`src/rtl/rx_frame_pkg.sv`:
```
// Shared types and helpers for the UART receive-side frame assembler.
package rx_frame_pkg;

    localparam int BYTE_W = 8;

    typedef enum logic [1:0] {
        S_OPERAND,
        S_CMD,
        S_SETTLE,
        S_ISSUE
    } rx_frame_state_t;

    // Width of the operand byte index; a single-byte frame still needs one bit.
    function automatic int idx_width(input int num_bytes);
        return (num_bytes > 1) ? $clog2(num_bytes) : 1;
    endfunction

endpackage

```
`src/rtl/rx_timeout_counter.sv`:
```
// Inter-byte idle counter: flags the TIMEOUT_CYCLES-th consecutive idle
// cycle while a partial frame is outstanding.
module rx_timeout_counter #(
    parameter int TIMEOUT_CYCLES = 1_000_000
) (
    input  logic clk,
    input  logic reset,
    input  logic clear,
    input  logic run,
    output logic expired
);

    localparam int CW = $clog2(TIMEOUT_CYCLES);

    logic [CW-1:0] cnt;

    // An accepted byte in the final cycle suppresses expiry.
    assign expired = run && !clear && (cnt == CW'(TIMEOUT_CYCLES - 1));

    // Count idle cycles; restart on any byte, outside a partial frame, or on expiry.
    always_ff @(posedge clk or negedge reset) begin
        if (!reset) begin
            cnt <= '0;
        end else if (clear || !run || expired) begin
            cnt <= '0;
        end else begin
            cnt <= cnt + 1'b1;
        end
    end

endmodule

```
`src/rtl/rx_frame_assembler.sv`:
```
// Collects NUM_OPS operands of OP_BYTES bytes (LSB first) plus a command byte
// from the UART byte stream and presents the frame with a valid/ready handshake.
// Optional inter-byte timeout is enabled by defining RX_FRAME_TIMEOUT_EN.
module rx_frame_assembler
    import rx_frame_pkg::*;
#(
    parameter int NUM_OPS        = 2,
    parameter int OP_BYTES       = 2,
    parameter int TIMEOUT_CYCLES = 1_000_000
) (
    input  logic                                clk,
    input  logic                                reset,
    input  logic                                rx_ready,
    input  logic [BYTE_W-1:0]                   rx_data,
    output logic [NUM_OPS*OP_BYTES*BYTE_W-1:0]  operands,
    output logic [BYTE_W-1:0]                   cmd,
    output logic                                frame_valid,
    input  logic                                frame_ready,
    output logic                                busy,
    output logic                                overrun_err,
    output logic                                timeout_err
);

    localparam int NB = NUM_OPS * OP_BYTES;
    localparam int IW = idx_width(NB);

    rx_frame_state_t            state;
    logic [IW-1:0]              idx;
    logic [NB-1:0][BYTE_W-1:0]  lanes;
    logic [NB-1:0]              lane_we;
    logic                       last_idx;
    logic                       expired;

    assign last_idx = (idx == IW'(NB - 1));
    assign operands = lanes;

`ifdef RX_FRAME_TIMEOUT_EN
    logic accept;
    logic run;

    assign accept = rx_ready && (state == S_OPERAND || state == S_CMD);
    assign run    = (state == S_OPERAND && idx != '0) || (state == S_CMD);

    rx_timeout_counter #(
        .TIMEOUT_CYCLES (TIMEOUT_CYCLES)
    ) u_timeout (
        .clk     (clk),
        .reset   (reset),
        .clear   (accept),
        .run     (run),
        .expired (expired)
    );
`else
    // Parameter kept so both builds share one interface.
    logic unused_timeout;
    assign unused_timeout = ^TIMEOUT_CYCLES;
    assign expired        = 1'b0;
`endif

    // Decode which byte lane the incoming operand byte lands in.
    always_comb begin
        lane_we = '0;
        for (int i = 0; i < NB; i++) begin
            lane_we[i] = (state == S_OPERAND) && rx_ready && (idx == IW'(i));
        end
    end

    // Byte-lane operand storage.
    always_ff @(posedge clk or negedge reset) begin
        if (!reset) begin
            lanes <= '0;
        end else begin
            for (int i = 0; i < NB; i++) begin
                if (lane_we[i]) lanes[i] <= rx_data;
            end
        end
    end

    // Frame sequencing FSM with registered status outputs.
    always_ff @(posedge clk or negedge reset) begin
        if (!reset) begin
            state       <= S_OPERAND;
            idx         <= '0;
            cmd         <= '0;
            frame_valid <= 1'b0;
            busy        <= 1'b0;
            overrun_err <= 1'b0;
            timeout_err <= 1'b0;
        end else begin
            overrun_err <= 1'b0;
            timeout_err <= 1'b0;
            case (state)
                S_OPERAND: begin
                    if (rx_ready) begin
                        busy <= 1'b1;
                        if (last_idx) begin
                            state <= S_CMD;
                            idx   <= '0;
                        end else begin
                            idx <= idx + 1'b1;
                        end
                    end else if (expired) begin
                        idx         <= '0;
                        busy        <= 1'b0;
                        timeout_err <= 1'b1;
                    end
                end
                S_CMD: begin
                    if (rx_ready) begin
                        cmd   <= rx_data;
                        state <= S_SETTLE;
                    end else if (expired) begin
                        state       <= S_OPERAND;
                        idx         <= '0;
                        busy        <= 1'b0;
                        timeout_err <= 1'b1;
                    end
                end
                S_SETTLE: begin
                    overrun_err <= rx_ready;
                    state       <= S_ISSUE;
                    frame_valid <= 1'b1;
                end
                S_ISSUE: begin
                    overrun_err <= rx_ready;
                    if (frame_ready) begin
                        state       <= S_OPERAND;
                        frame_valid <= 1'b0;
                        busy        <= 1'b0;
                    end
                end
                default: state <= S_OPERAND;
            endcase
        end
    end

endmodule
```
`config.mk`:
```
export PLATFORM = sky130hd
export DESIGN_NAME = rx_frame_assembler
export DESIGN_NICKNAME = d
export VERILOG_FILES = /design/src/rtl/rx_frame_pkg.sv /design/src/rtl/rx_timeout_counter.sv /design/src/rtl/rx_frame_assembler.sv
export SDC_FILE = /design/constraint.sdc
export NUM_CORES = 1
export LEC_CHECK = 0
export ABC_AREA = 1
export ABC_CLOCK_PERIOD_IN_PS = 1600
export BUFFER_PORTS_ARGS = -buffer_cell sky130_fd_sc_hd__buf_2
export CORE_ASPECT_RATIO = 0.8
export CORE_MARGIN = 2
export CORE_UTILIZATION = 51
export DETAILED_ROUTE_END_ITERATION = 10
export PLACE_DENSITY_LB_ADDON = 0.2
export SLEW_MARGIN = 10
export SYNTH_ARGS = -nofsm -noshare
export SYNTH_HDL_FRONTEND = slang
export SYNTH_SLANG_ARGS = --single-unit
```
`constraint.sdc`:
```
create_clock -name clk -period 1.6 [get_ports clk]
set_input_delay 0 -clock clk [delete_from_list [all_inputs] [get_ports clk]]
set_output_delay 0 -clock clk [all_outputs]
set_load 0.05 [all_outputs]
```
==> implementation parameters, run 1 <==
Parameter                              Value

Setup path
  Largest driver fanout on the critical path ... 16
  Number of cell instances on the worst register-to-register path ... 7
  Highest-delay cell along the critical path ... sky130_fd_sc_hd__dfrtp_1
  Critical path's top delay family ... flip-flops
  Worst Path Buf+Inv ... 2
  Crit-path max cell delay ... 0.44 ns
  Crit path kind ... reg2reg
  Worst Setup Start Kind ... flip-flop
  Required arrival time at the worst endpoint ... 1.78 ns
  Cell breakdown of the critical path ... inv_1 -> ha_1 -> nand2_2 -> inv_6 -> nand2_4 -> nand2_1 -> o21ai_2
  Instance count on the critical path ... 7
  Arrival time of data at the critical path endpoint ... 1.64 ns
  Endpoint type of the worst setup path ... flip-flop

Clock tree
  Cell at the root of the clock tree ... sky130_fd_sc_hd__clkbuf_8
  Number of clock sinks seen by CTS ... 47
  Insertion delay of the later-clocked pin in the worst-skew pair ... 0.30 ns
  Number of buffers added by the clock tree synthesis step ... 5
  Maximum level of the CTS H-tree ... 2
  CTS Buffer Depth ... 2
  Clock tree from TritonCTS ... done
  Clock slew at the register clock pins of the worst setup and hold paths ... 0.08 ns
  Number of setup buffers added after CTS ... 0

STA
  Setup total negative slack ... 0 ns
  Worst Max-Slew Pin Slew ... 0.571 ns
  Fin crit share ... 91.3%
  WHS ... 0.0122 ns
  Skew final ... 0.00511 ns
  Setup repair after global routing missed its margin ... false
  Hold violation count in the final report ... 0
  Final setup fails ... 0
  Period minus WS final ... 1.46 ns
  Max frequency ... 0.685 GHz
  Final-report max-slew violation count ... 0
  Headroom to the max-slew limit ... 61.9%

Global route
  Initial antenna violation count ... 0
  Via count of the first global-routing pass ... 1,291
  Total grt overflow ... 0
  Wire length of the first global-routing pass ... 6350 µm
  GRT Overall Usage ... 19.6%
  Largest net degree at the start of global routing ... 48

Logic synthesis
  Per-instance average area after synthesis ... 10.4 µm²
  Proportion of synthesized chip area in sequential cells ... 58.1%
  Number of nets in the synthesized netlist ... 217
  Netlist area before placement ... 0.00203 mm²
  Synth warn ... 0
  Flip-flop and latch count after synthesis ... 47
  Synth Instances ... 195
  Unique masters post-synth ... 18

Floorplanning
  Area of the core ... 0.00380 mm²
  I/O pin total ... 56
  Die Footprint ... 0.00450 mm²
  Initial Utilization ... 53.3%
  Num rows ... 20
  Vertical die dimension ... 60.4 µm
  Horizontal extent of the die ... 74.5 µm

Outcome
  Outcome ... finished, final reports clean

Cells and area
  Number of nets in the layout ... 274
  Area growth from synthesis to final layout ... 20.6%
  Antenna cell count ... 0
  Layout cells sized above 1 ... 35.2%
  Total of fill cells in the finished design ... 347
  Post-layout instance area ... 0.00244 mm²
  Final Non-Filler Cells ... 308

Place
  Detailed-placement wirelength estimate ... 2800 µm
  Placed Cells ... 299
  Count of input and output buffers ... 54
  Gp weighted congestion ... 0.760
  Cell area reported after detailed placement ... 0.00231 mm²

Run
  Number of maximum-capacitance constraint violations ... 0

Detailed routing
  Number of nets with antenna violations after routing ... 0
  Via count ... 1,457
  Iteration count of the initial detailed-routing pass ... 4
  DRC violations left ... 0
  Via density per instance ... 4.73
  Routed wirelength normalized by instance count ... 12.8 µm
  DRC marker count from the first detailed-route iteration ... 113
  Drt total wl ... 3930 µm

Min path
  HP Class ... in2reg
  WHS Path Cells ... 3
==> area by class of cell <==
cell class / instances / area, µm² / share of cell area, %
Clock buffer: 6 / 82.6 / 3.38
Clock inverter: 2 / 35.0 / 1.43
Inverter: 17 / 68.8 / 2.82
Multi-Input combinational cell: 125 / 723 / 29.6
Sequential cell: 47 / 1180 / 48.2
Tap cell: 55 / 68.8 / 2.82
Timing Repair Buffer: 56 / 288 / 11.8
==> routing by layer <==
layer,vias to the layer above,GRT usage (%),routed length (µm)
met3,4,6.48,234
met4,0,5.36,25
li1,731,-,-
met1,677,30.9,2060
met2,45,25.8,1610
met5,-,0,0
==> path summary, 6_finish.rpt <==
check                                startpoint                  endpoint  slack [ns]
max in group asynchronous                 reset  operands[27]$_DFFE_PN0P_        0.90
min                                    rx_ready     overrun_err$_DFF_PN0_        0.01
max                        state[0]$_DFFE_PN0P_  operands[20]$_DFFE_PN0P_        0.14
max reg2reg                state[0]$_DFFE_PN0P_  operands[20]$_DFFE_PN0P_        0.14
min reg2reg                    busy$_DFFE_PN0P_          busy$_DFFE_PN0P_        0.48
min in group asynchronous                 reset   operands[0]$_DFFE_PN0P_        0.31
==> repair_timing <==
action,CTS,global route
resized for setup,0,0
hold buffers,1,0
endpoints found under the setup margin,0,0
hold endpoints to repair,47,0
==> worst min-delay path, cell delays in order <==
cell	delay, ns
sky130_fd_sc_hd__buf_2	0.13
sky130_fd_sc_hd__inv_1	0.09
sky130_fd_sc_hd__nor2_1	0.05
==> sequential cells by signal, indices dropped and copies added, names as in the netlist <==
register,cells
busy,1
cmd,8
frame_valid,1
idx,2
operands,32
overrun_err,1
state,2
==> synth_stat cells <==
| library cell | instances | area share [%] |
|---|---|---|
| sky130_fd_sc_hd__nand2_2 | 4 | 1.2 |
| sky130_fd_sc_hd__nor2_1 | 3 | 0.56 |
| sky130_fd_sc_hd__nand2_4 | 4 | 2.2 |
| sky130_fd_sc_hd__conb_1 | 1 | 0.19 |
| sky130_fd_sc_hd__buf_6 | 4 | 2.2 |
| sky130_fd_sc_hd__o21ai_0 | 15 | 3.7 |
| sky130_fd_sc_hd__o21ai_1 | 16 | 4.0 |
| sky130_fd_sc_hd__o21ai_2 | 16 | 6.9 |
| sky130_fd_sc_hd__ha_1 | 10 | 6.2 |
| sky130_fd_sc_hd__dfrtp_1 | 47 | 58 |
| sky130_fd_sc_hd__or2_2 | 1 | 0.31 |
| sky130_fd_sc_hd__buf_2 | 1 | 0.25 |
| sky130_fd_sc_hd__inv_1 | 16 | 3.0 |
| sky130_fd_sc_hd__nand2_1 | 53 | 9.8 |
| sky130_fd_sc_hd__buf_4 | 1 | 0.37 |
| sky130_fd_sc_hd__nand3b_1 | 1 | 0.37 |
| sky130_fd_sc_hd__nand3_1 | 1 | 0.25 |
| sky130_fd_sc_hd__inv_6 | 1 | 0.43 |
==> layout by cell type (no fill, tap or decap) <==
cell type / synthesis / final
sky130_fd_sc_hd__nand3b_1: 1 / 1
sky130_fd_sc_hd__o21ai_0: 15 / 15
sky130_fd_sc_hd__or2_2: 1 / 1
sky130_fd_sc_hd__nand2_4: 4 / 4
sky130_fd_sc_hd__clkinv_2: 0 / 1
sky130_fd_sc_hd__ha_1: 10 / 10
sky130_fd_sc_hd__nor2_1: 3 / 3
sky130_fd_sc_hd__bufinv_16: 0 / 1
sky130_fd_sc_hd__buf_2: 1 / 54
sky130_fd_sc_hd__dlygate4sd3_1: 0 / 1
sky130_fd_sc_hd__nand3_1: 1 / 1
sky130_fd_sc_hd__buf_4: 1 / 1
sky130_fd_sc_hd__conb_1: 1 / 1
sky130_fd_sc_hd__dfrtp_1: 47 / 47
sky130_fd_sc_hd__o21ai_2: 16 / 16
sky130_fd_sc_hd__o21ai_1: 16 / 16
sky130_fd_sc_hd__inv_6: 1 / 1
sky130_fd_sc_hd__clkbuf_8: 0 / 6
sky130_fd_sc_hd__nand2_2: 4 / 4
sky130_fd_sc_hd__inv_1: 16 / 16
sky130_fd_sc_hd__nand2_1: 53 / 53
==> cell families (layout without fill, tap and decap cells) <==
logic type / count (synthesis) / count (layout) / synth area share (%)
AO/OA/AOI/OAI: 47 / 47 / 14.6
adder cells (fa/ha/maj): 10 / 10 / 6.18
buffers and inverters: 23 / 81 / 6.24
flip-flops: 47 / 47 / 58.1
other: 1 / 1 / 0.185
AND/OR/NAND/NOR: 67 / 67 / 14.8
==> per-stage QoR <==
stage,utilization [%],worst slack (ns)
final,64.2,0.139
after global routing,64.2,0.0342
after CTS,64.2,0.135
after detailed placement,60.9,0.158
after global placement,60.9,0.226
after floorplan,-,0.241
Power of run 1 is not shown: default switching activity piles up to over one toggle a cycle in this logic, so the estimate is an artifact.
==> run 2, diff against run 1 <==
--- a/config.mk
+++ b/config.mk
@@ -5,7 +5,7 @@
 export SDC_FILE = /design/constraint.sdc
 export NUM_CORES = 1
 export LEC_CHECK = 0
-export ABC_AREA = 1
+export ABC_AREA = 0
 export ABC_CLOCK_PERIOD_IN_PS = 1600
 export BUFFER_PORTS_ARGS = -buffer_cell sky130_fd_sc_hd__buf_2
 export CORE_ASPECT_RATIO = 0.8
==> implementation parameters, run 2 <==
Parameter                              Value

Cells and area
  Flip-flop count of the largest register after layout ... 32 (unchanged)
  Leading cell types in the layout, fill and taps excluded ... 54 x sky130_fd_sc_hd__buf_2, 47 x sky130_fd_sc_hd__dfrtp_1, 41 x sky130_fd_sc_hd__mux2_2 (was 54 x sky130_fd_sc_hd__buf_2, 53 x sky130_fd_sc_hd__nand2_1, 47 x sky130_fd_sc_hd__dfrtp_1)
  Layout cells sized above 1 ... 60.0% (was 35.2%)
  Area growth from synthesis to final layout ... 27.1% (was 20.6%)
  Total of fill cells in the finished design ... 294 (was 347)
  Most common cell after layout, fill and taps aside ... sky130_fd_sc_hd__buf_2 (unchanged)
  Number of nets in the layout ... 227 (was 274)
  Multi-input gate area ... 842 µm² (was 723 µm²)
  Sequential cell area ... 0.00118 mm² (unchanged)
  Antenna cell count ... 0 (unchanged)

Logic synthesis
  Netlist area before placement ... 0.00205 mm² (was 0.00203 mm²)
  Most numerous cell in the Yosys netlist ... sky130_fd_sc_hd__dfrtp_1 (was sky130_fd_sc_hd__nand2_1)
  Cell types with the largest area share after synthesis ... sky130_fd_sc_hd__dfrtp_1 57%, sky130_fd_sc_hd__mux2_2 22%, sky130_fd_sc_hd__ha_1 6.1% (was sky130_fd_sc_hd__dfrtp_1 58%, sky130_fd_sc_hd__nand2_1 9.8%, sky130_fd_sc_hd__o21ai_2 6.9%)
  Number of nets in the synthesized netlist ... 154 (was 217)
  Synth Instances ... 132 (was 195)
  Per-instance average area after synthesis ... 15.6 µm² (was 10.4 µm²)
  Synth warn ... 0 (unchanged)
  Top FF cell, synth ... sky130_fd_sc_hd__dfrtp_1 (unchanged)
  Share of flip-flops with an asynchronous set or reset after synthesis ... 100% (unchanged)
  Unique masters post-synth ... 27 (was 18)
  Synth area leader ... sky130_fd_sc_hd__dfrtp_1 (unchanged)
  Number of enable flip-flop cells after synthesis ... 0 (unchanged)
  Share of Yosys cell area claimed by the top area cell type ... 57.3% (was 58.1%)
  Most instantiated cells after synthesis ... 47 x sky130_fd_sc_hd__dfrtp_1, 41 x sky130_fd_sc_hd__mux2_2, 10 x sky130_fd_sc_hd__ha_1 (was 53 x sky130_fd_sc_hd__nand2_1, 47 x sky130_fd_sc_hd__dfrtp_1, 16 x sky130_fd_sc_hd__inv_1, 16 x sky130_fd_sc_hd__o21ai_1, 16 x sky130_fd_sc_hd__o21ai_2)
  Proportion of synthesized chip area in sequential cells ... 57.3% (was 58.1%)
  Flip-flop and latch count after synthesis ... 47 (unchanged)

Global route
  Via count of the first global-routing pass ... 1,268 (was 1,291)
  Largest net degree at the start of global routing ... 20 (was 48)
  Met3 Track Usage GR ... 5.48% (was 6.48%)
  Initial antenna violation count ... 0 (unchanged)
  Met2 usage in global routing ... 31.8% (was 25.8%)
  Top Usage Layer GRT ... met2 (was met1)
  Wire length of the first global-routing pass ... 6230 µm (was 6350 µm)
  Total grt overflow ... 0 (unchanged)
  GRT Overall Usage ... 19.4% (was 19.6%)
  Met1 Usage GRT ... 24.8% (was 30.9%)

STA
  Skew final ... 0.00393 ns (was 0.00511 ns)
  Post-layout worst setup margin ... 0.0354 ns (was 0.139 ns)
  Period minus WS final ... 1.56 ns (was 1.46 ns)
  Fin crit share ... 97.8% (was 91.3%)
  Hold violation count in the final report ... 0 (unchanged)
  Final-report max-slew violation count ... 0 (unchanged)
  Final setup fails ... 0 (unchanged)
  Max frequency ... 0.639 GHz (was 0.685 GHz)

Detailed routing
  Via count ... 1,297 (was 1,457)
  Via density per instance ... 4.99 (was 4.73)
  Iteration count of the initial detailed-routing pass ... 4 (unchanged)
  Drt total wl ... 4040 µm (was 3930 µm)
  DRC marker count from the first detailed-route iteration ... 39 (was 113)
  DRC violations left ... 0 (unchanged)
  Number of nets with antenna violations after routing ... 0 (unchanged)
  Routed wirelength normalized by instance count ... 15.5 µm (was 12.8 µm)

Clock tree
  Clock slew at the register clock pins of the worst setup and hold paths ... 0.08 ns (about the same)
  Clock tree from TritonCTS ... done (unchanged)
  Insertion delay of the later-clocked pin in the worst-skew pair ... 0.30 ns (about the same)
  Number of setup buffers added after CTS ... 0 (unchanged)
  Number of clock sinks seen by CTS ... 47 (unchanged)
  Number of buffers added by the clock tree synthesis step ... 5 (unchanged)
  Cell at the root of the clock tree ... sky130_fd_sc_hd__clkbuf_8 (unchanged)
  Maximum level of the CTS H-tree ... 2 (unchanged)
  CTS Buffer Depth ... 2 (unchanged)

Min path
  WHS Path Cells ... 2 (was 3)
  HP Class ... in2reg (unchanged)

Run
  Number of maximum-capacitance constraint violations ... 0 (unchanged)

Floorplanning
  Area of the core ... 0.00383 mm² (was 0.00380 mm²)
  I/O pin total ... 56 (unchanged)
  Die Footprint ... 0.00455 mm² (was 0.00450 mm²)
  Initial Utilization ... 53.6% (was 53.3%)
  Num rows ... 20 (unchanged)
  Vertical die dimension ... 60.8 µm (was 60.4 µm)
  Horizontal extent of the die ... 74.9 µm (was 74.5 µm)

Setup path
  Crit path kind ... reg2reg (unchanged)
  Worst Setup Start Kind ... flip-flop (unchanged)
  Largest driver fanout on the critical path ... 3 (was 16)
  Required arrival time at the worst endpoint ... 1.79 ns (was 1.78 ns)
  Endpoint type of the worst setup path ... flip-flop (unchanged)
  Crit-path max cell delay ... 0.38 ns (was 0.44 ns)
  Arrival time of data at the critical path endpoint ... 1.75 ns (was 1.64 ns)
  Cell breakdown of the critical path ... buf_4 -> ha_1 -> and2b_4 -> nor3_4 -> mux2_4 (was inv_1 -> ha_1 -> nand2_2 -> inv_6 -> nand2_4 -> nand2_1 -> o21ai_2)
  Number of cell instances on the worst register-to-register path ... 5 (was 7)
  Highest-delay cell along the critical path ... sky130_fd_sc_hd__dfrtp_1 (unchanged)

Outcome
  Outcome ... finished, final reports clean (unchanged)

Place
  Detailed-placement wirelength estimate ... 2940 µm (was 2800 µm)
  Gp weighted congestion ... 0.721 (was 0.760)
  Setup Slack @ Placement ... -0.0168 ns (was 0.158 ns)
  Count of input and output buffers ... 54 (unchanged)
## run 2: cell types whose count changed after synthesis, moves of 4 or more
| cell | before | now |
|---|---|---|
| sky130_fd_sc_hd__inv_1 | 16 | 5 |
| sky130_fd_sc_hd__mux2_2 | 0 | 41 |
| sky130_fd_sc_hd__nand2_1 | 53 | 3 |
| sky130_fd_sc_hd__nand2_4 | 4 | 0 |
| sky130_fd_sc_hd__nand3_4 | 0 | 4 |
| sky130_fd_sc_hd__o21ai_0 | 15 | 1 |
| sky130_fd_sc_hd__o21ai_1 | 16 | 0 |
| sky130_fd_sc_hd__o21ai_2 | 16 | 0 |
## run 2: what timing repair did
item | 4_1_cts | 5_1_grt
gates resized for setup | 1 | 4
pin swaps | 0 | 1
endpoints found under the hold margin | 43 | 0
hold buffers | 7 | 0
endpoints found under the setup margin | 18 | 1
## run 2: final timing paths
path	start	to	slack, ns
worst max-delay path	state[0]$_DFFE_PN0P_	state[1]$_DFFE_PN0P_	0.04
worst min-delay path	rx_data[5]	operands[29]$_DFFE_PN0P_	0.004
worst max register to register	state[0]$_DFFE_PN0P_	state[1]$_DFFE_PN0P_	0.04
worst min register to register	operands[2]$_DFFE_PN0P_	operands[2]$_DFFE_PN0P_	0.50
max in group asynchronous	reset	operands[3]$_DFFE_PN0P_	0.86
min in group asynchronous	reset	cmd[7]$_DFFE_PN0P_	0.18
## run 2: logic make-up after synthesis
logic type | Yosys count | synth area share (%)
AOI/OAI and AO/OA | 7 | 2.86
adders and majority gates | 10 | 6.09
buffers and inverters | 8 | 2.50
DFF | 47 | 57.3
muxes | 44 | 24.2
other | 1 | 0.183
and+or+nand+nor | 15 | 6.89
## run 2: metal layers
layer  vias to the layer above  wire length, µm  share of wire [%]
li1                        615                -                  -
met1                       643             1810                 45
met2                        33             1970                 49
met3                         6              202                5.0
met4                         0               53                1.3
met5                         -                0                  0
## run 2: cell type report
type	instances	area share, %
clock buffers	6	2.78
clock inverters	1	1.15
inverters	5	0.719
multi-input cells	77	32.3
flip-flops and latches	47	45.1
well taps	55	2.64
repair buffers	69	15.3
## run 2: worst max-delay path, delay by kind of cell (launching register included)
family                   cells  cell delay [ns]
adder cells (fa/ha/maj)      1             0.21
buffers and inverters        1             0.16
flip-flops                   1             0.38
multiplexers                 1             0.31
AND/OR/NAND/NOR              2             0.40
## run 2: through the flow
stage | utilization [%] | instance area (µm²) | TNS [ns] | hold WS, ns | std cells
final | 68.1 | 2610 | 0 | 0.00442 | 260
after global routing | 68.1 | 2610 | -0.00521 | 0.00639 | 260
after CTS | 67.8 | 2590 | 0 | 0.00310 | 260
after detailed placement | 63.2 | 2420 | -0.0384 | -0.0236 | 246
after global placement | 63.2 | 2420 | 0 | -0.0393 | 246
after floorplan | - | 2050 | 0 | -0.296 | 132
Power of run 2 is left out for the same reason.
==> run 3, diff against run 2 <==
--- a/config.mk
+++ b/config.mk
@@ -10,9 +10,10 @@
 export BUFFER_PORTS_ARGS = -buffer_cell sky130_fd_sc_hd__buf_2
 export CORE_ASPECT_RATIO = 0.8
 export CORE_MARGIN = 2
-export CORE_UTILIZATION = 51
+export CORE_UTILIZATION = 54
+export CTS_BUF_LIST = sky130_fd_sc_hd__clkbuf_4
 export DETAILED_ROUTE_END_ITERATION = 10
-export PLACE_DENSITY_LB_ADDON = 0.2
+export PLACE_DENSITY = 0.82
 export SLEW_MARGIN = 10
 export SYNTH_ARGS = -nofsm -noshare
 export SYNTH_HDL_FRONTEND = slang
==> implementation parameters, run 3 (synthesized netlist as in run 2, its figures left out) <==
Parameter                              Value

STA
  Setup repair after global routing missed its margin ... true
  Worst Max-Slew Pin Slew ... 0.519 ns
  Hold violation count in the final report ... 0 (unchanged)
  Skew final ... 0.0161 ns (was 0.00393 ns)
  Final setup fails ... 0 (unchanged)
  Period minus WS final ... 1.57 ns (was 1.56 ns)
  Final-report max-slew violation count ... 0 (unchanged)
  Max frequency ... 0.639 GHz (about the same)
  Setup total negative slack ... 0 ns (unchanged)
  Fin crit share ... 97.9% (was 97.8%)
  Headroom to the max-slew limit ... 65.4%
  WHS ... 0.0360 ns (was 0.00442 ns)

Detailed routing
  Drt total wl ... 4160 µm (was 4040 µm)
  DRC marker count from the first detailed-route iteration ... 82 (was 39)
  DRC violations left ... 0 (unchanged)
  Number of nets with antenna violations after routing ... 0 (unchanged)
  Via count ... 1,301 (was 1,297)
  Via density per instance ... 5.16 (was 4.99)
  Routed wirelength normalized by instance count ... 16.5 µm (was 15.5 µm)
  Iteration count of the initial detailed-routing pass ... 4 (unchanged)

Setup path
  Critical path's top delay family ... flip-flops (was simple AND/OR/NAND/NOR gates)
  Largest driver fanout on the critical path ... 4 (was 3)
  Required arrival time at the worst endpoint ... 1.85 ns (was 1.79 ns)
  Crit-path max cell delay ... 0.45 ns (was 0.38 ns)
  Number of cell instances on the worst register-to-register path ... 4 (was 5)
  Arrival time of data at the critical path endpoint ... 1.82 ns (was 1.75 ns)
  Cell breakdown of the critical path ... ha_1 -> and2b_4 -> nor3_4 -> mux2_4 (was buf_4 -> ha_1 -> and2b_4 -> nor3_4 -> mux2_4)
  Internal reg-to-reg setup slack ... 0.03 ns (was 0.04 ns)
  Reg2reg start ... state[0]$_DFFE_PN0P_ (unchanged)
  Endpoint type of the worst setup path ... flip-flop (unchanged)
  Worst Setup Start Kind ... flip-flop (unchanged)
  Worst Path Buf+Inv ... 0 (was 1)
  Crit path kind ... reg2reg (unchanged)
  Worst r2r dst ... state[1]$_DFFE_PN0P_ (unchanged)
  Highest-delay cell along the critical path ... sky130_fd_sc_hd__dfrtp_1 (unchanged)

Cells and area
  Antenna cell count ... 0 (unchanged)
  Area growth from synthesis to final layout ... 27.0% (was 27.1%)
  Number of nets in the layout ... 229 (was 227)
  Layout cells sized above 1 ... 58.2% (was 60.0%)
  Flip-flop count of the largest register after layout ... 32 (unchanged)
  Util after Layout ... 69.9% (was 68.1%)
  Most common cell after layout, fill and taps aside ... sky130_fd_sc_hd__buf_2 (unchanged)
  Leading cell types in the layout, fill and taps excluded ... 54 x sky130_fd_sc_hd__buf_2, 47 x sky130_fd_sc_hd__dfrtp_1, 41 x sky130_fd_sc_hd__mux2_2 (unchanged)

Floorplanning
  Vertical die dimension ... 59.2 µm (was 60.8 µm)
  Num rows ... 20 (unchanged)
  I/O pin total ... 56 (unchanged)
  Area of the core ... 0.00373 mm² (was 0.00383 mm²)
  Horizontal extent of the die ... 72.9 µm (was 74.9 µm)
  Die Footprint ... 0.00431 mm² (was 0.00455 mm²)
  Initial Utilization ... 55.1% (was 53.6%)

Min path
  Startpoint of the tightest hold check path ... rx_ready (was rx_data[5])
  HP Class ... in2reg (unchanged)
  Terminating pin of the worst hold path ... idx[0]$_DFFE_PN0P_ (was operands[29]$_DFFE_PN0P_)
  WHS Path Cells ... 3 (was 2)

Global route
  Initial antenna violation count ... 0 (unchanged)
  Wire length of the first global-routing pass ... 6380 µm (was 6230 µm)
  Largest net degree at the start of global routing ... 26 (was 20)
  GRT Overall Usage ... 20.3% (was 19.4%)
  Via count of the first global-routing pass ... 1,290 (was 1,268)
  Total grt overflow ... 0 (unchanged)

Place
  Detailed-placement wirelength estimate ... 2940 µm (about the same)
  Count of input and output buffers ... 54 (unchanged)
  Gp weighted congestion ... 0.755 (was 0.721)

Clock tree
  Number of buffers added by the clock tree synthesis step ... 5 (unchanged)
  Clock tree from TritonCTS ... done (unchanged)
  CTS Buffer Depth ... 2 (unchanged)
  Insertion delay of the later-clocked pin in the worst-skew pair ... 0.37 ns (was 0.30 ns)
  Clock slew at the register clock pins of the worst setup and hold paths ... 0.13 ns (was 0.08 ns)
  Cell at the root of the clock tree ... sky130_fd_sc_hd__clkbuf_4 (was sky130_fd_sc_hd__clkbuf_8)
  Maximum level of the CTS H-tree ... 2 (unchanged)
  Number of clock sinks seen by CTS ... 47 (unchanged)

Run
  Number of maximum-capacitance constraint violations ... 0 (unchanged)

Outcome
  Outcome ... finished, final reports clean (unchanged)
==> run 3: cell count changes in the layout (fill, tap and decap cells not counted) <==
cell	change
sky130_fd_sc_hd__clkbuf_4	+5
sky130_fd_sc_hd__clkbuf_8	-5
sky130_fd_sc_hd__buf_4	-3
sky130_fd_sc_hd__dlygate4sd3_1	+3
sky130_fd_sc_hd__and2b_1	+1
sky130_fd_sc_hd__and2b_2	-1
sky130_fd_sc_hd__buf_12	+1
sky130_fd_sc_hd__buf_6	+1
sky130_fd_sc_hd__clkbuf_1	-1
sky130_fd_sc_hd__clkinv_1	+1
sky130_fd_sc_hd__ha_1	+1
sky130_fd_sc_hd__ha_2	-1
sky130_fd_sc_hd__inv_6	+1
==> run 3: metal layers <==
layer  GRT usage (%)  wire length, µm  vias to the layer above  part of all wire, %
li1                -                -                      610                    -
met1            23.5             1750                      638                   42
met2            35.1             2150                       40                   52
met3            5.27              155                       13                  3.7
met4            10.6              104                        0                  2.5
met5               0                0                        -                    0
==> run 3: cell type report <==
type,instances,area [µm²]
timing repair buffer,71,439
fill,257,1120
sequential,47,1180
clock inverter,3,42.5
multi-input combinational,77,838
inverter,5,18.8
tap,44,55.1
clock buffer,5,37.5
==> run 3: through the flow <==
step | instance area [µm²] | cells | setup slack [ns]
final | 2610 | 252 | 0.0339
after global routing | 2610 | 252 | -0.0271
after CTS | 2580 | 250 | 0.00515
after detailed placement | 2390 | 231 | -0.0457
after global placement | 2390 | 231 | 0.0823
after floorplan | 2050 | 132 | 0.0735
==> run 3: worst register-to-register path: cells and delay by family (launching register included) <==
family / cells / cell delay (ns)
DFF: 1 / 0.45
muxes: 1 / 0.32
and+or+nand+nor: 2 / 0.44
adders and majority gates: 1 / 0.28
==> run 3: how the worst max path moves through the flow <==
| stage | from | end | cells past startpoint | slack (ns) |
|---|---|---|---|---|
| after detailed placement | state[1]$_DFFE_PN0P_ | operands[14]$_DFFE_PN0P_ | 5 | -0.05 |
| after global placement | state[1]$_DFFE_PN0P_ | operands[13]$_DFFE_PN0P_ | 5 | 0.08 |
| final | state[0]$_DFFE_PN0P_ | state[1]$_DFFE_PN0P_ | 4 | 0.03 |
| after floorplan | state[0]$_DFFE_PN0P_ | state[1]$_DFFE_PN0P_ | 6 | 0.07 |
| after global routing | state[1]$_DFFE_PN0P_ | state[1]$_DFFE_PN0P_ | 5 | -0.03 |
| after CTS | state[1]$_DFFE_PN0P_ | operands[14]$_DFFE_PN0P_ | 5 | 0.005 |
==> run 3: timing repair <==
item,CTS,global route
endpoints found under the hold margin,88,0
pin swaps,0,1
hold buffers,10,0
endpoints found under the setup margin,25,33
buffers inserted,1,2
resized for setup,1,3
Power of run 3 is left out for the same reason.
